$ cat config.mk
export PLATFORM = sky130hd
export DESIGN_NAME = ucie_ctl_rx_mod_top
export DESIGN_NICKNAME = d
export VERILOG_FILES = /design/src/rtl/ucie_ctl_rx_mod_top.sv
export SDC_FILE = /design/constraint.sdc
export NUM_CORES = 1
export LEC_CHECK = 0
export ABC_AREA = 1
export BUFFER_PORTS_ARGS = -buffer_cell sky130_fd_sc_hd__buf_2
export CELL_PAD_IN_SITES_DETAIL_PLACEMENT = 0
export CELL_PAD_IN_SITES_GLOBAL_PLACEMENT = 2
export CORE_MARGIN = 2
export CORE_UTILIZATION = 42
export DETAILED_ROUTE_END_ITERATION = 6
export PLACE_DENSITY = 0.8
export SKIP_CTS_REPAIR_TIMING = 1
export SYNTH_ARGS = -nofsm -noshare
export SYNTH_HDL_FRONTEND = slang
export SYNTH_SLANG_ARGS = --single-unit
$ cat constraint.sdc
create_clock -name i_clk -period 9.68 [get_ports i_clk]
set_input_delay 0.968 -clock i_clk [delete_from_list [all_inputs] [get_ports i_clk]]
set_output_delay 0.968 -clock i_clk [all_outputs]
set_load 0.05 [all_outputs]
$ cat src/rtl/ucie_ctl_rx_mod_top.sv
// UCIe adapter receive control: buffers RDI flits in a first-word-fall-through FIFO
// and hands them to the FDI over valid/ready, tracking link state and overflow.
module ucie_ctl_rx_mod_top #(
    parameter int UCIE_ACTIVE = 1,
    parameter int FIFO_P_SIZE = 3,
    parameter int FIFO_DEPTH  = 8,
    parameter int FIFO_D_SIZE = 64
) (
    input  logic                   i_clk,
    input  logic                   i_rst,
    input  logic [3:0]             i_fdi_pl_state_sts,
    input  logic                   i_rdi_pl_valid,
    input  logic [FIFO_D_SIZE-1:0] i_rdi_pl_data,
    input  logic                   i_fdi_lp_rxrdy,
    output logic                   o_fdi_pl_valid,
    output logic [FIFO_D_SIZE-1:0] o_fdi_pl_data,
    output logic                   o_rx_overf_err,
    output logic [FIFO_P_SIZE:0]   o_rx_fifo_level
);

    localparam logic [3:0]             ACTIVE_STS = 4'(UCIE_ACTIVE);
    localparam logic [FIFO_P_SIZE:0]   DEPTH_CNT  = (FIFO_P_SIZE + 1)'(FIFO_DEPTH);
    localparam logic [FIFO_P_SIZE-1:0] PTR_ONE    = {{(FIFO_P_SIZE - 1){1'b0}}, 1'b1};
    localparam logic [FIFO_P_SIZE:0]   CNT_ONE    = {{FIFO_P_SIZE{1'b0}}, 1'b1};

    typedef enum logic [1:0] {
        RESET_RX    = 2'd0,
        ACTIVE_RX   = 2'd1,
        OVERFLOW_RX = 2'd2
    } state_t;

    state_t state_reg;
    state_t state_next;

    logic [FIFO_D_SIZE-1:0] mem [FIFO_DEPTH];
    logic [FIFO_P_SIZE-1:0] wr_ptr_reg, wr_ptr_next;
    logic [FIFO_P_SIZE-1:0] rd_ptr_reg, rd_ptr_next;
    logic [FIFO_P_SIZE:0]   count_reg, count_next;

    logic link_up;
    logic fifo_empty;
    logic fifo_full;
    logic pl_valid;
    logic pop;
    logic push;
    logic overflow;
    logic flush;

    always_comb begin
        link_up    = (i_fdi_pl_state_sts == ACTIVE_STS);
        fifo_empty = (count_reg == '0);
        fifo_full  = (count_reg == DEPTH_CNT);
        pl_valid   = (state_reg != RESET_RX) && !fifo_empty;
        pop        = pl_valid && i_fdi_lp_rxrdy;
        // A full buffer still accepts a flit when the head leaves in the same cycle.
        push       = (state_reg == ACTIVE_RX) && link_up && i_rdi_pl_valid && (!fifo_full || pop);
        overflow   = (state_reg == ACTIVE_RX) && i_rdi_pl_valid && fifo_full && !pop;
    end

    always_comb begin
        state_next = state_reg;
        case (state_reg)
            RESET_RX: begin
                if (link_up) begin
                    state_next = ACTIVE_RX;
                end
            end
            ACTIVE_RX: begin
                if (!link_up) begin
                    state_next = RESET_RX;
                end else if (overflow) begin
                    state_next = OVERFLOW_RX;
                end
            end
            OVERFLOW_RX: begin
                if (!link_up) begin
                    state_next = RESET_RX;
                end
            end
            default: state_next = RESET_RX;
        endcase
    end

    // Losing the link discards everything buffered, so any edge landing in RESET_RX flushes.
    always_comb begin
        flush       = (state_next == RESET_RX);
        wr_ptr_next = wr_ptr_reg;
        rd_ptr_next = rd_ptr_reg;
        count_next  = count_reg;
        if (push) begin
            wr_ptr_next = wr_ptr_reg + PTR_ONE;
        end
        if (pop) begin
            rd_ptr_next = rd_ptr_reg + PTR_ONE;
        end
        case ({push, pop})
            2'b10:   count_next = count_reg + CNT_ONE;
            2'b01:   count_next = count_reg - CNT_ONE;
            default: count_next = count_reg;
        endcase
        if (flush) begin
            wr_ptr_next = '0;
            rd_ptr_next = '0;
            count_next  = '0;
        end
    end

    always_ff @(posedge i_clk) begin
        if (i_rst) begin
            state_reg  <= RESET_RX;
            wr_ptr_reg <= '0;
            rd_ptr_reg <= '0;
            count_reg  <= '0;
        end else begin
            state_reg  <= state_next;
            wr_ptr_reg <= wr_ptr_next;
            rd_ptr_reg <= rd_ptr_next;
            count_reg  <= count_next;
        end
    end

    always_ff @(posedge i_clk) begin
        if (push) begin
            mem[wr_ptr_reg] <= i_rdi_pl_data;
        end
    end

    // Data is forced to zero while nothing is presented so reset leaves every output at 0.
    assign o_fdi_pl_valid  = pl_valid;
    assign o_fdi_pl_data   = pl_valid ? mem[rd_ptr_reg] : '0;
    assign o_rx_overf_err  = (state_reg == OVERFLOW_RX);
    assign o_rx_fifo_level = count_reg;

endmodule

==> results.toml <==
[timing]
fin_worst_skew_ns = 0.0172
fmax_mhz = 199
max_slew_margin = 0.307
final.setup.tns_ns = 0
hold_viol = 0
report.final.setup_viol = 0
worst_slack_ns = 4.65
post-route-min-period_ns = 5.03
slew_violations = 0
fin_crit_sh = 0.520
rsz0062_at_grt = "no"
tightest_slew_ns = 1.04

[layout]
final_util = 0.485
num-nets-final = 1762
final_cells = 2390
drive_gt1_frac = 0.150
areaGrowthSynthToFinish_pct = 14.1
regMostFlops = "mem"
final_area_um2 = 23700
largest_reg_flops = 512

[die]
ios = 142
initial_utilization = 0.425
core_um2 = 48800
die_w_um = 226
rows = 81
die_area_um2 = 51300
fp.dieH_um = 226

[critical_path]
critPathSlowestCell = "dfxtp_4"
cp.arrival_ns = 4.06
worst-endpoint-required_ns = 8.71
worstSetupEndpoint = "o_fdi_pl_data[0]"
crit_type = "reg2out"
reg2reg_depth = 8
critPathCaptureType = "primary output"
crit_fanout = 69
cp_cell_sequence = "buf_4 > buf_4 > nor2_1 > nor2_1 > o21ai_0 > o21ai_0 > o21ai_0 > nor2_1 > buf_2"
slowest_delay_ns = 0.81
rr_startpoint = "o_rx_fifo_level[0]$_SDFFE_PP0P_"
worst_setup_path_start_kind = "flop"
r2r-end = "mem[0][35]$_DFFE_PP_"
r2r_slack_ns = 6.62

[placed_design]
placed_cells = 2293
dp_hpwl_mm = 24.0
dp_slack_ns = 5.18
io_buffers = 141
gp_congestion = 0.708
place_area_um2 = 22100

[cts]
htree_levels = 2
cts_tree = "done"
clock_sinks = 527
insertion_delay_ns = 0.60
cts_buffer_depth = 3
cts-buffers-inserted = 54
clk_pin_slew_worst_paths_ns = 0.06
root_buffer = "clkbuf_16"

[power_and_ir_drop]
power_density_nw_per_um2 = 188
vdd_drop_max_mv = 0.120
leakagePower_nw = 7.86

[grt]
grt_start_max_net_pins = 112
grt_pass1_wl_mm = 71.6
antenna_found_initial = 6
first_global_vias = 12200
grt_use_total = 0.186
overflow = 0

[synth]
yosysWarnings = 0
syn_nets = 1637
yosysUniqueCellTypes = 28
yosysSeqAreaShare = 0.754
synth_top_area_share = 0.740
yosys-top-cells-area = "edfxtp_1 74%, nor2_1 7.2%, o21ai_0 6.6%"
syn_area_per_cell_um2 = 13.3
synth-seq-cells = 527
synthesis.area_um2 = 20800
postSynthCellCount = 1560
yosys.area.top_type = "edfxtp_1"

[drt]
routed_wl_mm = 47.7
antenna_left = 0
post-route-drc-count = 0
drt_first_pass_iters = 5
routed_via_density = 5.24
first_iter_violations = 975
num_vias = 12500
wire_per_inst_um = 20.0

[worst_hold_path]
hold_class = "reg2reg"

[status]
status = "completed"

[run]
cap_viol_max_count = 0
through the flow:
step                      hold WS (ns)  power, mW
after floorplan                  0.398       2.55
after global placement           0.407       2.58
after detailed placement         0.408       2.59
after CTS                        0.416       4.50
after global routing             0.455       4.59
final                            0.417       4.46
area by class of cell:
class	count	area, um2
Antenna cell	1	2.50
Clock buffer	64	1410
Clock inverter	32	229
Fill cell	4328	25100
Inverter	21	88.8
Multi-Input combinational cell	914	4560
Sequential cell	527	15700
Tap cell	664	831
Timing Repair Buffer	167	901
worst min path at each step:
| stage | to | depth (start not counted) | startpoint | slack (ns) |
|---|---|---|---|---|
| 3_5_place_dp | state_reg[0]$_SDFF_PP0_ | 1 | state_reg[1]$_SDFF_PP0_ | 0.41 |
| 3_3_place_gp | state_reg[0]$_SDFF_PP0_ | 1 | state_reg[1]$_SDFF_PP0_ | 0.41 |
| 4_1_cts | state_reg[0]$_SDFF_PP0_ | 1 | state_reg[1]$_SDFF_PP0_ | 0.42 |
| 6_report | state_reg[0]$_SDFF_PP0_ | 1 | state_reg[1]$_SDFF_PP0_ | 0.42 |
| 5_1_grt | state_reg[0]$_SDFF_PP0_ | 1 | state_reg[1]$_SDFF_PP0_ | 0.45 |
| 2_1_floorplan | state_reg[0]$_SDFF_PP0_ | 1 | state_reg[1]$_SDFF_PP0_ | 0.40 |
layout by cell type (no fill, tap or decap), types with 3 or more instances in the layout:
cell,instances
edfxtp_1,512
buf_4,26
mux2i_1,64
nor3_1,3
nand3_1,11
clkbuf_16,55
clkinv_2,14
nor4_2,4
nand2_1,26
clkinv_1,13
buf_2,141
a21oi_1,7
o22ai_1,64
ha_1,5
dfxtp_1,12
o21ai_1,47
clkinvlp_4,3
xor2_1,4
o21ai_0,274
inv_1,17
clkbuf_1,9
nor2_1,396
nor3_2,4
power breakdown:
part	internal [mW]	switching (mW)	total, mW
logic	0.0110	0.0292	0.0403
registers	2.50	0.0000783	2.50
clock network	1.09	0.830	1.92
total	3.60	0.859	4.46
critical path: cells and delay by family (launching register included):
family                 cells  cell delay, ns
flip-flops                 1            0.81
buffers and inverters      3            1.80
AND/OR/NAND/NOR            3            0.52
AO/OA/AOI/OAI              3            0.28
cells in the mapped netlist:
master    number
inv_1         18
buf_6          2
clkbuf_1      63
nor4_1         4
inv_2          1
edfxtp_1     512
or2_2          1
nand2_2        1
buf_12         4
a21oi_1        7
nor3_1         7
mux2i_1       64
o21ai_0      274
nand4_1        2
xor2_1         4
o22ai_1       64
clkinv_1       2
nor2_1       396
buf_2         12
dfxtp_1       15
ha_1           5
nand2_1       26
buf_8          1
nand3b_1       1
buf_1          6
o21ai_1       47
nand3_1       11
buf_4         10
cell families (layout without fill, tap and decap cells):
family / count (synthesis) / count (layout) / synth area share
DFF: 527 / 527 / 0.754
xor gates and xnor gates: 4 / 4 / 0.00169
muxes: 64 / 64 / 0.0308
other: 0 / 1 / 0
and+or+nand+nor: 449 / 449 / 0.0833
AOI/OAI and AO/OA: 392 / 392 / 0.0983
adders and majority gates: 5 / 5 / 0.00301
buffers and inverters: 119 / 284 / 0.0284
layer usage:
| layer | vias up | global-route usage | share of wire |
|---|---|---|---|
| met5 | - | 0 | 0.0017 |
| met4 | 12 | 0.0471 | 0.015 |
| met3 | 67 | 0.0349 | 0.053 |
| met2 | 258 | 0.313 | 0.48 |
| met1 | 6217 | 0.248 | 0.45 |
| li1 | 5961 | - | - |
Note: power is estimated with default switching activity, not from simulation.
